--- src/rtl/fetch_pkg.sv ---
// Shared types and constants for the stage-1 instruction fetch slice.
package fetch_pkg;

  localparam int XLEN = 32;
  localparam int ILEN = 32;
  localparam logic [XLEN-1:0] PC_STEP = 32'd4;

  typedef struct packed {
    logic [ILEN-1:0] op;
    logic [XLEN-1:0] pc;
  } fetch_entry_t;

  // Fetch addresses are word aligned; low address bits are ignored.
  function automatic logic [XLEN-1:0] align_pc(input logic [XLEN-1:0] pc);
    return {pc[XLEN-1:2], 2'b00};
  endfunction

endpackage

--- src/rtl/fetch_if.sv ---
// Bus bundle between fetch_unit (master) and its environment: imem, execute redirect, decode.
interface fetch_if;
  import fetch_pkg::*;

  // valid/ready: a transfer happens on a rising clk edge where valid && ready are both high.
  // Once the producer raises valid it holds valid and payload stable until that edge (a redirect
  // may withdraw a fetch request). imem responses and redirects are valid-only, one cycle each.
  logic            imem_req_valid;
  logic            imem_req_ready;
  logic [XLEN-1:0] imem_req_addr;
  logic            imem_resp_valid;
  logic [ILEN-1:0] imem_resp_data;
  logic            redirect_valid;
  logic [XLEN-1:0] redirect_pc;
  logic            dec_valid;
  logic            dec_ready;
  logic [ILEN-1:0] dec_op;
  logic [XLEN-1:0] dec_pc;

  modport master (
    output imem_req_valid, imem_req_addr,
    input  imem_req_ready, imem_resp_valid, imem_resp_data,
    input  redirect_valid, redirect_pc,
    output dec_valid, dec_op, dec_pc,
    input  dec_ready
  );

  modport slave (
    input  imem_req_valid, imem_req_addr,
    output imem_req_ready, imem_resp_valid, imem_resp_data,
    output redirect_valid, redirect_pc,
    input  dec_valid, dec_op, dec_pc,
    output dec_ready
  );

endinterface

--- src/rtl/fetch_fifo.sv ---
// Synchronous FIFO of fetch entries; flush beats push/pop, head is the oldest slot.
module fetch_fifo
  import fetch_pkg::*;
#(
  parameter int DEPTH = 4,
  localparam int CW = $clog2(DEPTH + 1)
) (
  input  logic         clk,
  input  logic         rst,
  input  logic         push,
  input  fetch_entry_t push_data,
  input  logic         pop,
  input  logic         flush,
  output logic [CW-1:0] count,
  output fetch_entry_t head
);

  localparam int AW = $clog2(DEPTH);

  fetch_entry_t  mem [DEPTH];
  logic [AW-1:0] wr_ptr;
  logic [AW-1:0] rd_ptr;
  logic [CW-1:0] cnt;

  // DEPTH is a power of two, so the pointers wrap naturally.
  always_ff @(posedge clk or posedge rst) begin
    if (rst) begin
      wr_ptr <= '0;
      rd_ptr <= '0;
      cnt    <= '0;
      for (int i = 0; i < DEPTH; i++) mem[i] <= '0;
    end else if (flush) begin
      wr_ptr <= '0;
      rd_ptr <= '0;
      cnt    <= '0;
    end else begin
      if (push) begin
        mem[wr_ptr] <= push_data;
        wr_ptr      <= wr_ptr + 1'b1;
      end
      if (pop) rd_ptr <= rd_ptr + 1'b1;
      case ({push, pop})
        2'b10:   cnt <= cnt + 1'b1;
        2'b01:   cnt <= cnt - 1'b1;
        default: ;
      endcase
    end
  end

  assign count = cnt;
  assign head  = mem[rd_ptr];

endmodule

--- src/rtl/fetch_unit.sv ---
// Stage-1 fetch: PC, credit-limited imem requests, in-order response buffering, redirect flush.
module fetch_unit
  import fetch_pkg::*;
#(
  parameter logic [XLEN-1:0] RESET_PC = 32'h0000_0000,
  parameter int              DEPTH    = 4
) (
  input  logic     clk,
  input  logic     rst,
  fetch_if.master  bus
);

  localparam int CW = $clog2(DEPTH + 1);
  localparam logic [CW:0] DEPTH_C = (CW + 1)'(DEPTH);

  logic [XLEN-1:0] pc_q;
  logic [XLEN-1:0] resp_pc_q;
  logic [CW-1:0]   inflight;
  logic [CW-1:0]   drop_cnt;
  logic [CW-1:0]   fifo_count;
  logic [CW:0]     credit_used;
  fetch_entry_t    head;
  fetch_entry_t    push_data;
  logic            req_fire;
  logic            resp_drop;
  logic            push;
  logic            pop;
  logic            dec_valid_int;

  // In-flight requests plus buffered entries never exceed DEPTH, so a push always has room.
  assign credit_used        = {1'b0, inflight} + {1'b0, fifo_count};
  assign bus.imem_req_valid = !rst && !bus.redirect_valid && (credit_used < DEPTH_C);
  assign bus.imem_req_addr  = pc_q;
  assign req_fire           = bus.imem_req_valid && bus.imem_req_ready;

  assign resp_drop = (drop_cnt != '0);
  assign push      = bus.imem_resp_valid && !resp_drop && !bus.redirect_valid;
  assign push_data = '{op: bus.imem_resp_data, pc: resp_pc_q};

  assign dec_valid_int = (fifo_count != '0) && !bus.redirect_valid;
  assign pop           = dec_valid_int && bus.dec_ready;
  assign bus.dec_valid = dec_valid_int;
  assign bus.dec_op    = head.op;
  assign bus.dec_pc    = head.pc;

  always_ff @(posedge clk or posedge rst) begin
    if (rst) begin
      pc_q      <= RESET_PC;
      resp_pc_q <= RESET_PC;
      inflight  <= '0;
      drop_cnt  <= '0;
    end else if (bus.redirect_valid) begin
      // Everything still outstanding after this cycle belongs to the old path.
      pc_q      <= align_pc(bus.redirect_pc);
      resp_pc_q <= align_pc(bus.redirect_pc);
      inflight  <= inflight - CW'(bus.imem_resp_valid);
      drop_cnt  <= inflight - CW'(bus.imem_resp_valid);
    end else begin
      if (req_fire) pc_q <= pc_q + PC_STEP;
      inflight <= inflight + CW'(req_fire) - CW'(bus.imem_resp_valid);
      if (bus.imem_resp_valid) begin
        if (resp_drop) drop_cnt  <= drop_cnt - 1'b1;
        else           resp_pc_q <= resp_pc_q + PC_STEP;
      end
    end
  end

  fetch_fifo #(.DEPTH(DEPTH)) u_fifo (
    .clk       (clk),
    .rst       (rst),
    .push      (push),
    .push_data (push_data),
    .pop       (pop),
    .flush     (bus.redirect_valid),
    .count     (fifo_count),
    .head      (head)
  );

  resp_needs_request: assert property (@(posedge clk) disable iff (rst)
    bus.imem_resp_valid |-> (inflight != '0));

endmodule

--- src/flat_wrapper.sv ---
// flat-port wrapper written by rule: the top's interface ports become plain ports
module fetch_unit_flat import fetch_pkg::*;
#(
  parameter logic [XLEN-1:0] RESET_PC = 32'h0000_0000,
  parameter int              DEPTH    = 4
)
  (clk, rst, bus_imem_req_valid, bus_imem_req_addr, bus_imem_req_ready, bus_imem_resp_valid, bus_imem_resp_data, bus_redirect_valid, bus_redirect_pc, bus_dec_valid, bus_dec_op, bus_dec_pc, bus_dec_ready);
  fetch_if bus_i ();
  input  logic clk;
  input  logic rst;
  output wire logic [$bits(bus_i.imem_req_valid)-1:0] bus_imem_req_valid;
  output wire logic [$bits(bus_i.imem_req_addr)-1:0] bus_imem_req_addr;
  input wire logic [$bits(bus_i.imem_req_ready)-1:0] bus_imem_req_ready;
  input wire logic [$bits(bus_i.imem_resp_valid)-1:0] bus_imem_resp_valid;
  input wire logic [$bits(bus_i.imem_resp_data)-1:0] bus_imem_resp_data;
  input wire logic [$bits(bus_i.redirect_valid)-1:0] bus_redirect_valid;
  input wire logic [$bits(bus_i.redirect_pc)-1:0] bus_redirect_pc;
  output wire logic [$bits(bus_i.dec_valid)-1:0] bus_dec_valid;
  output wire logic [$bits(bus_i.dec_op)-1:0] bus_dec_op;
  output wire logic [$bits(bus_i.dec_pc)-1:0] bus_dec_pc;
  input wire logic [$bits(bus_i.dec_ready)-1:0] bus_dec_ready;
  assign bus_imem_req_valid = bus_i.imem_req_valid;
  assign bus_imem_req_addr = bus_i.imem_req_addr;
  assign bus_i.imem_req_ready = bus_imem_req_ready;
  assign bus_i.imem_resp_valid = bus_imem_resp_valid;
  assign bus_i.imem_resp_data = bus_imem_resp_data;
  assign bus_i.redirect_valid = bus_redirect_valid;
  assign bus_i.redirect_pc = bus_redirect_pc;
  assign bus_dec_valid = bus_i.dec_valid;
  assign bus_dec_op = bus_i.dec_op;
  assign bus_dec_pc = bus_i.dec_pc;
  assign bus_i.dec_ready = bus_dec_ready;
  fetch_unit #(.RESET_PC(RESET_PC), .DEPTH(DEPTH)) u_core (.clk(clk), .rst(rst), .bus(bus_i));
endmodule
--- config.mk ---
export PLATFORM = sky130hd
export DESIGN_NAME = fetch_unit_flat
export DESIGN_NICKNAME = d
export VERILOG_FILES = /design/src/rtl/fetch_pkg.sv /design/src/rtl/fetch_if.sv /design/src/rtl/fetch_fifo.sv /design/src/rtl/fetch_unit.sv /design/src/flat_wrapper.sv
export SDC_FILE = /design/constraint.sdc
export NUM_CORES = 1
export LEC_CHECK = 0
export BUFFER_PORTS_ARGS = -buffer_cell sky130_fd_sc_hd__buf_2
export CAP_MARGIN = 20
export CORE_ASPECT_RATIO = 1.1
export CORE_MARGIN = 2
export CORE_UTILIZATION = 45
export CTS_BUF_LIST = sky130_fd_sc_hd__clkbuf_4
export DETAILED_ROUTE_END_ITERATION = 8
export SLEW_MARGIN = 5
export SYNTH_ARGS = -nofsm -noshare
export SYNTH_HDL_FRONTEND = slang
export SYNTH_SLANG_ARGS = --single-unit
--- constraint.sdc ---
create_clock -name clk -period 20.3 [get_ports clk]
set_input_delay 2.03 -clock clk [delete_from_list [all_inputs] [get_ports clk]]
set_output_delay 2.03 -clock clk [all_outputs]
set_load 0.03 [all_outputs]
After elaboration in Yosys (flattened, before gate mapping):

Index checks and enable logic that the tools add are counted.

* register bits after elaboration: 333
* output and inout port bits: 98
* word-level logic and storage cells: 79
* input bits: 70

* eq/ne operators: 3
* muxes and demuxes: 21
* magnitude comparators: 4
* bitwise gates (word level): 3
* reduce and logical (&&, ||, !) cells: 22
* add/subtract/negate cells: 11

Operators by type and width (count)
* bitwise mux 256 bit: 1
* 2-to-1 mux 64 bit: 3
* 2-to-1 mux 32 bit: 5
* binary-select mux 64 bit (select 2 bit): 1
* demux 64 bit (select 2 bit): 1
* adder 32 x 3 -> 32 bit (second input constant): 2
* 2-to-1 mux 3 bit: 5
* nonzero test 2 bit: 5
* nonzero test 3 bit: 3
* logical AND 1 bit: 8
* 2-to-1 mux 2 bit: 4
* greater-or-equal comparator 3 bit (second input constant): 2
* inverter 2 -> 3 bit: 2
* case mux 3 bit (2 select lines): 1
* AND reduction 2 bit: 3
* subtractor 3 x 1 -> 3 bit: 2
* subtractor 3 x 1 -> 3 bit (second input constant): 2
* adder 2 x 1 -> 2 bit (second input constant): 2
* adder 3 x 3 -> 4 bit: 1
* < comparator 4 x 3 -> 1 bit (second input constant): 1
* adder 3 x 1 -> 3 bit: 1
* adder 3 x 1 -> 3 bit (second input constant): 1
* zero test 1 bit: 3
* < comparator 3 x 1 -> 1 bit (second input constant): 1
* 4 further kinds: 4

Longest topological paths before layout:

Gate-level depths: netlist of run 1.

* depth in word-level cells: 7
* mapped depth: 11
* depth with buffers taken out: 9

By module:

A second synthesis of run 1 with hierarchy kept.

* cell total of the unflattened synthesis: 1084
* area, all modules: 16572.1 µm²

Modules (own cells, without submodules)
* fetch_fifo: area each 12709.7 µm², times used 1, cells an instance 657, sequential area each 6581.3 µm²
* fetch_unit: area each 3862.5 µm², times used 1, cells an instance 427, sequential area each 1651.6 µm²

Worst setup path after synthesis of run 1:

No wires, ideal clock.

* path type: input -> output
* from: input bus_redirect_valid
* to: output bus_dec_valid
* data required time: 18.270 ns
* cell stages on the path: 3
* path buffers: 2
* arrival time: 2.849 ns
* path slack: 15.421 ns
* cells stage by stage: clkbuf_1 -> clkbuf_1 -> nor2_1

* word-level cells in the longest chain between the ends: 2

Ends and longest elaborated chain
* start: declaration: line flat_wrapper.sv:16 `input wire logic [$bits(bus_i.redirect_valid)-1:0] bus_redirect_valid;`
* zero test 1 bit: line fetch_unit.sv:40 `assign dec_valid_int = (fifo_count != '0) && !bus.redirect_valid;`
* logical AND 1 bit: line fetch_unit.sv:40
* end: declaration: line flat_wrapper.sv:18 `output wire logic [$bits(bus_i.dec_valid)-1:0] bus_dec_valid;`

Every way passes these cells.

Final worst setup path of run 1:

* from: register u_core.u_fifo.rd_ptr[0]
* to: output bus_dec_pc[14]

* word-level cells in the longest chain between the ends: 4

Ends and longest elaborated chain
* start: declaration: line fetch_fifo.sv:22 `logic [AW-1:0] rd_ptr;`
* start signal: assignment: line fetch_fifo.sv:41 `if (pop) rd_ptr <= rd_ptr + 1'b1;`
* inverter 2 -> 3 bit (not written as such): line fetch_fifo.sv:51 `assign head = mem[rd_ptr];`
* binary-select mux 64 bit (select 2 bit): line fetch_fifo.sv:51
* 2-to-1 mux 64 bit (not written as such) (2 in series): line fetch_fifo.sv:51
* end: declaration: line flat_wrapper.sv:20 `output wire logic [$bits(bus_i.dec_pc)-1:0] bus_dec_pc;`

Every way passes these cells. The select of a mux whose other input is x is not followed.

==> results of run 1 <==
## worst paths after layout
path	slack [ns]	endpoint	from
worst min-delay path	0.48	u_core.u_fifo.mem[30]$_DFFE_PP0P_	u_core.u_fifo.mem[30]$_DFFE_PP0P_
worst max register to register	17.36	u_core.u_fifo.mem[111]$_DFFE_PP0P_	u_core.drop_cnt[0]$_DFFE_PP0P_
min in group asynchronous	1.50	u_core.inflight[2]$_DFF_PP0_	rst
worst max-delay path	15.25	bus_dec_pc[14]	u_core.u_fifo.rd_ptr[0]$_DFFE_PP0P_
max in group asynchronous	17.31	u_core.resp_pc_q[5]$_DFFE_PP0P_	rst
worst min register to register	0.48	u_core.u_fifo.mem[30]$_DFFE_PP0P_	u_core.u_fifo.mem[30]$_DFFE_PP0P_
## where the power goes
group / total, mW / leakage (nW) / switching (mW) / internal (mW)
Sequential: 0.876 / 4.22 / 0.103 / 0.772
Clock: 0.555 / 0.633 / 0.255 / 0.300
Combinational: 0.715 / 3.35 / 0.402 / 0.313
Total: 2.15 / 8.20 / 0.760 / 1.39
## layout make-up
class | instances | area, µm²
fillers | 2868 | 15390
flip-flops and latches | 321 | 8040
multi-input cells | 656 | 6504
clock buffers | 130 | 975.9
repair buffers | 168 | 858.3
well taps | 426 | 533.0
inverters | 21 | 86.33
clock inverters | 11 | 67.56
diodes | 3 | 7.507
## synthesized netlist by cell type, drive strengths merged (4+ instances only)
library cell,number,share of area (%)
o21ai,37,1.3
mux2,255,19
ha,14,1.2
nor4,4,0.37
nand3,27,0.91
xnor2,24,1.4
a31oi,5,0.21
and4,5,0.29
nand4,34,1.6
inv,21,0.53
a21oi,6,0.20
o211ai,10,0.50
a21boi,6,0.30
clkbuf,22,0.55
and3,12,0.50
xor2,24,1.4
buf,49,1.7
nor2,28,0.70
mux4,62,9.4
and2,4,0.17
nand2,55,1.4
or3,4,0.17
nor3,9,0.40
dfrtp,321,54
## registers in the layout, indices dropped and copies added, names as in the netlist
| register | cells |
|---|---|
| u_core.u_fifo.count | 3 |
| u_core.u_fifo.mem | 248 |
| u_core.drop_cnt | 3 |
| u_core.bus.imem_req_addr | 30 |
| u_core.u_fifo.wr_ptr | 2 |
| u_core.u_fifo.rd_ptr | 2 |
| u_core.resp_pc_q | 30 |
| u_core.inflight | 3 |
## through the flow
| step | total power, mW | util (%) | cell area [µm²] |
|---|---|---|---|
| after CTS | 2.183 | 52.57 | 17070 |
| final | 2.146 | 52.59 | 17070 |
| after floorplan | 1.415 | - | 14930 |
| after detailed placement | 1.615 | 49.36 | 16020 |
| after global routing | 2.281 | 52.59 | 17070 |
| after global placement | 1.599 | 49.36 | 16020 |
## cell usage in the layout (no fill, tap or decap), drive strengths merged, types with 3 or more instances in the layout
master  netlist  layout
nand2b        3       3
xor2         24      24
clkinv        0       8
and2          4       4
a21oi         6       6
o21ai        37      37
nor4          4       4
nor3          9       9
clkbuf       22     130
o311ai        3       3
a31oi         5       5
and3         12      12
xnor2        24      24
mux2        255     255
nand2        55      55
nand3        27      27
mux4         62      62
o211ai       10      10
and4          5       5
nor2         28      28
dfrtp       321     321
nand4        34      34
conb          1       4
ha           14      14
a21boi        6       6
buf          49     168
diode         0       3
or3           4       4
mux2i         3       3
inv          21      23
## per-layer routing
| metal | global-route usage (%) | routed length [µm] | vias up |
|---|---|---|---|
| li1 | - | - | 4322 |
| met1 | 26.51 | 14720 | 4836 |
| met2 | 30.68 | 15400 | 273 |
| met3 | 5.008 | 2213 | 40 |
| met4 | 6.102 | 502 | 0 |
| met5 | 0 | 0 | - |
## critical path: cells and delay by family (launching register included)
kind                   cells  cell delay (ns)
muxes                      1             0.64
DFF                        1             0.83
buffers and inverters      2             0.84
## cell families (layout without fill, tap and decap cells)
group	Yosys count	count (layout)	share of synthesized area, %
adder cells (fa/ha/maj)	16	16	1.443
flip-flops	321	321	53.86
other	1	7	0.02514
XOR/XNOR	48	48	2.819
AND/OR/NAND/NOR	191	191	7.013
multiplexers	320	320	28.82
AO/OA/AOI/OAI	77	77	3.213
buffers and inverters	92	330	2.810
==> impl_metrics.yaml, run 1 <==
finish:
  layout-drive-gt1-share_pct: 48.66
  stdcell_count: 1736
  final_nets: 1340
  synthToLayoutAreaGrowth_pct: 14.47
floorplan:
  core_um2: 32460
  die_y_um: 194.9
  die_x_um: 177.6
  rows: 69
  dieArea_um2: 34620
  start_util_pct: 45.95
  ioPinCount: 168
timing:
  holdWs_ns: 0.4821
  setup_viol: 0
  slew_headroom_pct: 27.52
  maxSlewViolCount: 0
  fin_worst_skew_ns: 0.03488
  max_freq_ghz: 0.1979
  tightest_slew_ns: 1.087
  finalSetupTns_ns: 0
  finalHoldViolations: 0
  timing.final.crit_share_pct: 24.89
  rsz0062_at_grt: "false"
  layout_setup_ws_ns: 15.25
  fin_crit_ns: 5.053
clock_network:
  cts_buffers: 86
  cts-root-buf: "clkbuf_4"
  clockBufferDepth: 3
  clk_pin_slew_ns: 0.06
  htreeDepth: 3
  insertion_delay_ns: 0.71
  ctsHoldBuffers: 0
  clock_sinks: 321
  cts-resized-gates: 0
  cts_tree: "built"
  post-cts-setup-buffer-count: 0
logic_synthesis:
  synth_area_um2: 14910
  avgSynthCellArea_um2: 13.99
  synth-edff-count: 0
  async_flop_share_pct: 100.0
  synth.yosys.seq_area_share_pct: 53.86
  ys.flop_type: "dfrtp_1"
  ys_types: 53
  syn_inst: 1066
  ys_seq_elements: 321
  synth_warnings: 0
drt:
  wire_per_inst_um: 18.91
  ant_nets: 0
  drc: 0
  drtIter0Drc: 359
  finalWirelength_mm: 32.83
  first_pass_iters: 5
  vias: 9471
  avgViaCountPerCell: 5.456
place:
  post-dp-hpwl_mm: 20.11
  gp_congestion: 0.8140
  place_inst: 1592
  dpl_worst_slack_ns: 15.45
  portBuffers: 161
critical_path:
  critPathMaxFanout: 33
  criticalPathCategory: "reg2out"
  path_cells: "buf_4 -> mux4_2 -> buf_2"
  start_kind: "flop"
  arrival_ns: 3.02
  crit_path_top_delay_cell: "dfrtp_4"
  slowest_delay_ns: 0.83
  reg2reg_depth: 6
  critPathRequiredTime_ns: 18.27
  cp-end-kind: "output port"
global_route:
  grt_max_degree: 124
  antenna_found_initial: 2
  grt_pass1_vias: 9952
  grt_overflow_total: 0
  grt_first_pass_wirelength_mm: 53.27
  grtUsageTotal_pct: 19.50
worst_hold_path:
  worstHoldPathType: "reg2reg"
  hold_path_depth: 2
power:
  leakagePower_nw: 8.196
  worst_ir_drop_vdd_uv: 43.18
  powerDensity_nw_per_um2: 125.7
run:
  cap_violations: 0
status:
  outcome: "completed"
(Power assumes the default switching activity.)
==> run 2: changes to the inputs <==
==> constraint.sdc (replaced) <==
create_clock -name clk -period 5.25 [get_ports clk]
set_input_delay 0.525 -clock clk [delete_from_list [all_inputs] [get_ports clk]]
set_output_delay 0.525 -clock clk [all_outputs]
set_load 0.03 [all_outputs]
==> run 2 against run 1 <==
  * Worst hold slack lost 0.41 ns
  * Clock power grew to 4.0 times the previous value
  * Global-route usage grew 0.15 points
  * Largest cell class unchanged
==> impl_metrics.yaml, run 2 (synthesized netlist as in run 1, its figures left out) <==
status:
  outcome: "completed"
place:
  gp_congestion: 0.8110
  dpl_worst_slack_ns: 2.064
  post-dp-hpwl_mm: 20.07
  portBuffers: 161
drt:
  wire_per_inst_um: 19.05
  drtIter0Drc: 429
  first_pass_iters: 6
  avgViaCountPerCell: 5.516
  vias: 9620
  drc: 0
  finalWirelength_mm: 33.22
  ant_nets: 0
clock_network:
  insertion_delay_ns: 0.71
  cts_tree: "built"
  cts_buffers: 89
  cts-root-buf: "clkbuf_4"
  clock_sinks: 321
  clk_pin_slew_ns: 0.06
  htreeDepth: 3
  clockBufferDepth: 3
timing:
  finalHoldViolations: 0
  maxSlewViolCount: 0
  rsz0062_at_grt: "false"
  max_freq_ghz: 0.2839
  finalSetupTns_ns: 0
  fin_crit_ns: 3.522
  timing.final.crit_share_pct: 67.09
  layout_setup_ws_ns: 1.728
  tightest_slew_ns: 1.074
  fin_worst_skew_ns: 0.03601
  setup_viol: 0
  slew_headroom_pct: 28.42
floorplan:
  die_y_um: 194.9
  rows: 69
  core_um2: 32460
  dieArea_um2: 34620
  die_x_um: 177.6
  ioPinCount: 168
  start_util_pct: 45.95
global_route:
  grt_first_pass_wirelength_mm: 53.70
  antenna_found_initial: 2
  grt_pass1_vias: 10220
  grtUsageTotal_pct: 19.65
  grt_max_degree: 161
  grt_overflow_total: 0
finish:
  multi_input_area_um2: 6504
  final_nets: 1347
  layout-drive-gt1-share_pct: 48.52
  mostFrequentLayoutCell: "dfrtp_1"
  seq_area_um2: 8040
  regMostFlops: "u_core.u_fifo.mem"
  synthToLayoutAreaGrowth_pct: 15.18
  final_cell_mix: "319 x dfrtp_1, 255 x mux2_2, 161 x buf_2"
  largest_reg_flops: 248
  fillCellCount: 2858
critical_path:
  arrival_ns: 3.00
  criticalPathCategory: "reg2out"
  critPathMaxFanout: 39
  start_kind: "flop"
  critPathRequiredTime_ns: 4.72
  cp-end-kind: "output port"
run:
  cap_violations: 0
power:
  powerDensity_nw_per_um2: 488.4
  leakagePower_nw: 8.234
  worst_ir_drop_vdd_uv: 222.5
worst_hold_path:
  worstHoldPathType: "in2reg"
[run 2: cell count changes in the layout (fill, tap and decap cells not counted), sizes merged]
cell / delta
clkinvlp: +2
clkinv: +2
dlygate4sd3: +4
inv: -1
bufinv: +1
[run 2: routing by layer]
metal  up-vias  global-route usage, %  part of all wire, %
met5         -                      0                    0
met1      4938                  26.67                   45
met4         0                  6.345                  1.7
met3        56                  5.027                  6.3
met2       275                  30.88                   47
li1       4351                      -                    -
[run 2: per-stage QoR]
step	hold WS, ns	utilization, %	std cells	power (mW)	instance area (µm²)
finish	0.07685	52.92	1744	8.390	17180
global route	0.002851	52.92	1744	8.917	17180
CTS	0.007485	52.90	1741	8.532	17170
detailed placement	0.4737	49.42	1592	6.243	16040
global placement	0.4571	49.42	1592	6.183	16040
floorplan	0.4446	-	1069	5.472	14930
[run 2: worst max-delay path, stage by stage, from the launching register on]
cell and delay [ns]:
dfrtp_4 0.93, buf_4 0.53, mux4_2 0.58, buf_2 0.20
[run 2: power breakdown]
| group | switching [mW] | internal (mW) | leakage (nW) |
|---|---|---|---|
| registers | 0.425 | 2.99 | 4.22 |
| logic | 1.53 | 1.22 | 3.37 |
| clock network | 1.01 | 1.21 | 0.651 |
| total | 2.97 | 5.42 | 8.23 |
[run 2: final timing paths]
kind / from / end / slack, ns / depth (start not counted)
max in group asynchronous: rst / u_core.u_fifo.mem[88]$_DFFE_PP0P_ / 3.57 / 4
worst min-delay path: bus_redirect_pc[2] / u_core.resp_pc_q[2]$_DFFE_PP0P_ / 0.08 / 3
min in group asynchronous: rst / u_core.inflight[1]$_DFF_PP0_ / 0.43 / 3
worst min register to register: u_core.u_fifo.mem[158]$_DFFE_PP0P_ / u_core.u_fifo.mem[158]$_DFFE_PP0P_ / 0.48 / 2
worst max register to register: u_core.drop_cnt[0]$_DFFE_PP0P_ / u_core.u_fifo.mem[121]$_DFFE_PP0P_ / 2.33 / 6
worst max-delay path: u_core.u_fifo.rd_ptr[0]$_DFFE_PP0P_ / bus_dec_op[0] / 1.73 / 3
[run 2: layout make-up]
class | count | share of cell area [%]
Antenna cell | 3 | 0.04370
Clock buffer | 130 | 5.681
Clock inverter | 15 | 0.6555
Inverter | 21 | 0.4807
Multi-Input combinational cell | 656 | 37.86
Sequential cell | 321 | 46.80
Tap cell | 426 | 3.103
Timing Repair Buffer | 172 | 5.375
[run 2: repair_timing]
action	4_1_cts	5_1_grt
setup buffers	0	0
resized for setup	0	0
hold endpoints to repair	24	0
hold buffers	4	0
==> run 3: changes to the inputs <==
==> constraint.sdc (replaced) <==
create_clock -name clk -period 3.6 [get_ports clk]
set_input_delay 0.36 -clock clk [delete_from_list [all_inputs] [get_ports clk]]
set_output_delay 0.36 -clock clk [all_outputs]
set_load 0.03 [all_outputs]
==> run 3 against run 2 <==
  * Cell area up 4.2%
  * Sequential share of layout area down 1.9 points
  * Combinational power up 49%
  * Worst hold slack better by 0.0065 ns
  * Final cell count up 4.0%
  * Die area unchanged
  * Wire length up 1.3%
  * Non-clock buffer count up 72
  * Via count up 1.6%
  * Clock power up 39%
  * Flip-flop and latch count unchanged
  * Critical path type unchanged
  * Critical endpoint is now bus_dec_op[10]
==> impl_metrics.yaml, run 3 (synthesized netlist as in run 1, its figures left out) <==
clock_network:
  cts-root-buf: "clkbuf_4"
  clock_sinks: 321
  clockBufferDepth: 3
  post-cts-setup-buffer-count: 0
  cts-resized-gates: 0
  insertion_delay_ns: 0.72
  cts_tree: "built"
  htreeDepth: 3
  clk_pin_slew_ns: 0.06
  ctsHoldBuffers: 61
  cts_buffers: 87
drt:
  wire_per_inst_um: 18.55
  ant_nets: 0
  vias: 9770
  drc: 0
  drtIter0Drc: 390
  finalWirelength_mm: 33.64
  avgViaCountPerCell: 5.386
  first_pass_iters: 4
global_route:
  grt_overflow_total: 0
  grt_pass1_vias: 10580
  grtUsageTotal_pct: 20.26
  grt_first_pass_wirelength_mm: 55.50
  grt_max_degree: 69
  antenna_found_initial: 1
critical_path:
  critPathMaxFanout: 42
  cp-end-kind: "output port"
  arrival_ns: 2.60
  crit_path_top_delay_cell: "dfrtp_4"
  path_cells: "buf_4 -> mux4_2 -> buf_2"
  start_kind: "flop"
  slowest_delay_ns: 1.00
  path_buf_inv: 2
  crit_family: "flip-flops"
  criticalPathCategory: "reg2out"
  critPathRequiredTime_ns: 3.24
timing:
  setup_viol: 0
  tightest_slew_ns: 0.8644
  finalHoldViolations: 0
  fin_crit_ns: 2.955
  timing.final.crit_share_pct: 82.09
  max_freq_ghz: 0.3384
  rsz0062_at_grt: "false"
  maxSlewViolCount: 0
  finalSetupTns_ns: 0
  holdWs_ns: 0.08333
  slew_headroom_pct: 42.37
  fin_worst_skew_ns: 0.03122
  layout_setup_ws_ns: 0.6448
power:
  combPwrFrac_pct: 33.7
  intPower_mw: 7.826
  p_clk_share_pct: 25.4
  powerDensity_nw_per_um2: 678.8
  power.switching_mw: 4.322
  worst_ir_drop_vdd_uv: 361.2
  leakagePower_nw: 8.558
  sw_frac_of_total_pct: 35.58
  p_seq_share_pct: 40.9
floorplan:
  rows: 69
  die_y_um: 194.9
  core_um2: 32460
  die_x_um: 177.6
  ioPinCount: 168
  start_util_pct: 45.95
  dieArea_um2: 34620
place:
  dpl_worst_slack_ns: 0.8622
  gp_congestion: 0.8226
  post-dp-hpwl_mm: 21.50
  portBuffers: 161
  place_inst: 1607
finish:
  largest_reg_flops: 248
  regMostFlops: "u_core.u_fifo.mem"
  final_nets: 1417
  layout-drive-gt1-share_pct: 47.15
  mostFrequentLayoutCell: "dfrtp_1"
  stdcell_count: 1814
  synthToLayoutAreaGrowth_pct: 20.00
  final_cell_mix: "319 x dfrtp_1, 255 x mux2_2, 161 x buf_2"
run:
  cap_violations: 0
worst_hold_path:
  worstHoldPathType: "in2reg"
status:
  outcome: "completed"
==> run 3: changes by cell type in the layout (fill, tap and decap cells not counted), sizes merged <==
cell	delta
inv	+2
buf	+15
bufinv	-2
dlygate4sd3	+57
diode	-2
==> run 3: per-stage QoR <==
stage / area, µm² / utilization, % / power, mW
floorplan: 14930 / - / 7.980
global placement: 16220 / 49.98 / 9.047
detailed placement: 16240 / 50.04 / 9.140
CTS: 17890 / 55.13 / 12.37
global route: 17900 / 55.13 / 12.92
finish: 17900 / 55.13 / 12.15
==> run 3: final cells by class <==
type / instances / area (µm²)
diodes: 1 / 2.502
clock buffers: 130 / 975.9
clock inverters: 15 / 65.06
fillers: 2785 / 14560
inverters: 21 / 82.58
multi-input cells: 656 / 6504
flip-flops and latches: 321 / 8040
well taps: 426 / 533.0
repair buffers: 244 / 1694
==> run 3: worst paths after layout <==
check | cells past startpoint | start | endpoint | slack, ns
max | 3 | u_core.u_fifo.rd_ptr[0]$_DFFE_PP0P_ | bus_dec_op[10] | 0.64
min in group asynchronous | 3 | rst | u_core.u_fifo.mem[11]$_DFFE_PP0P_ | 0.23
min reg2reg | 2 | u_core.u_fifo.mem[158]$_DFFE_PP0P_ | u_core.u_fifo.mem[158]$_DFFE_PP0P_ | 0.48
min | 3 | bus_redirect_pc[10] | u_core.resp_pc_q[10]$_DFFE_PP0P_ | 0.08
max reg2reg | 7 | u_core.drop_cnt[0]$_DFFE_PP0P_ | u_core.u_fifo.mem[47]$_DFFE_PP0P_ | 0.86
max in group asynchronous | 5 | rst | u_core.u_fifo.mem[164]$_DFFE_PP0P_ | 2.44
==> run 3: power groups by stage <==
stage | combinational [mW] | sequential, mW | clock [mW]
after global routing | 4.39 | 5.10 | 3.43
after detailed placement | 4.10 | 5.04 | 0
after floorplan | 3.18 | 4.79 | 0
final | 4.09 | 4.97 | 3.09
after CTS | 4.15 | 4.99 | 3.23
after global placement | 4.03 | 5.02 | 0
==> run 3: worst min-delay path, delay by kind of cell <==
kind / cells / cell delay [ns]
AO/OA/AOI/OAI: 1 / 0.15
buffers and inverters: 1 / 0.07
AND/OR/NAND/NOR: 1 / 0.16
==> run 3: routing by layer <==
metal	wire [µm]	global-route usage [%]	vias to the layer above	share of wire, %
met5	0	0	-	0
met2	16160	32.40	259	48
met3	1992	4.949	37	5.9
li1	-	-	4495	-
met4	456	6.740	0	1.4
met1	15030	27.09	4979	45
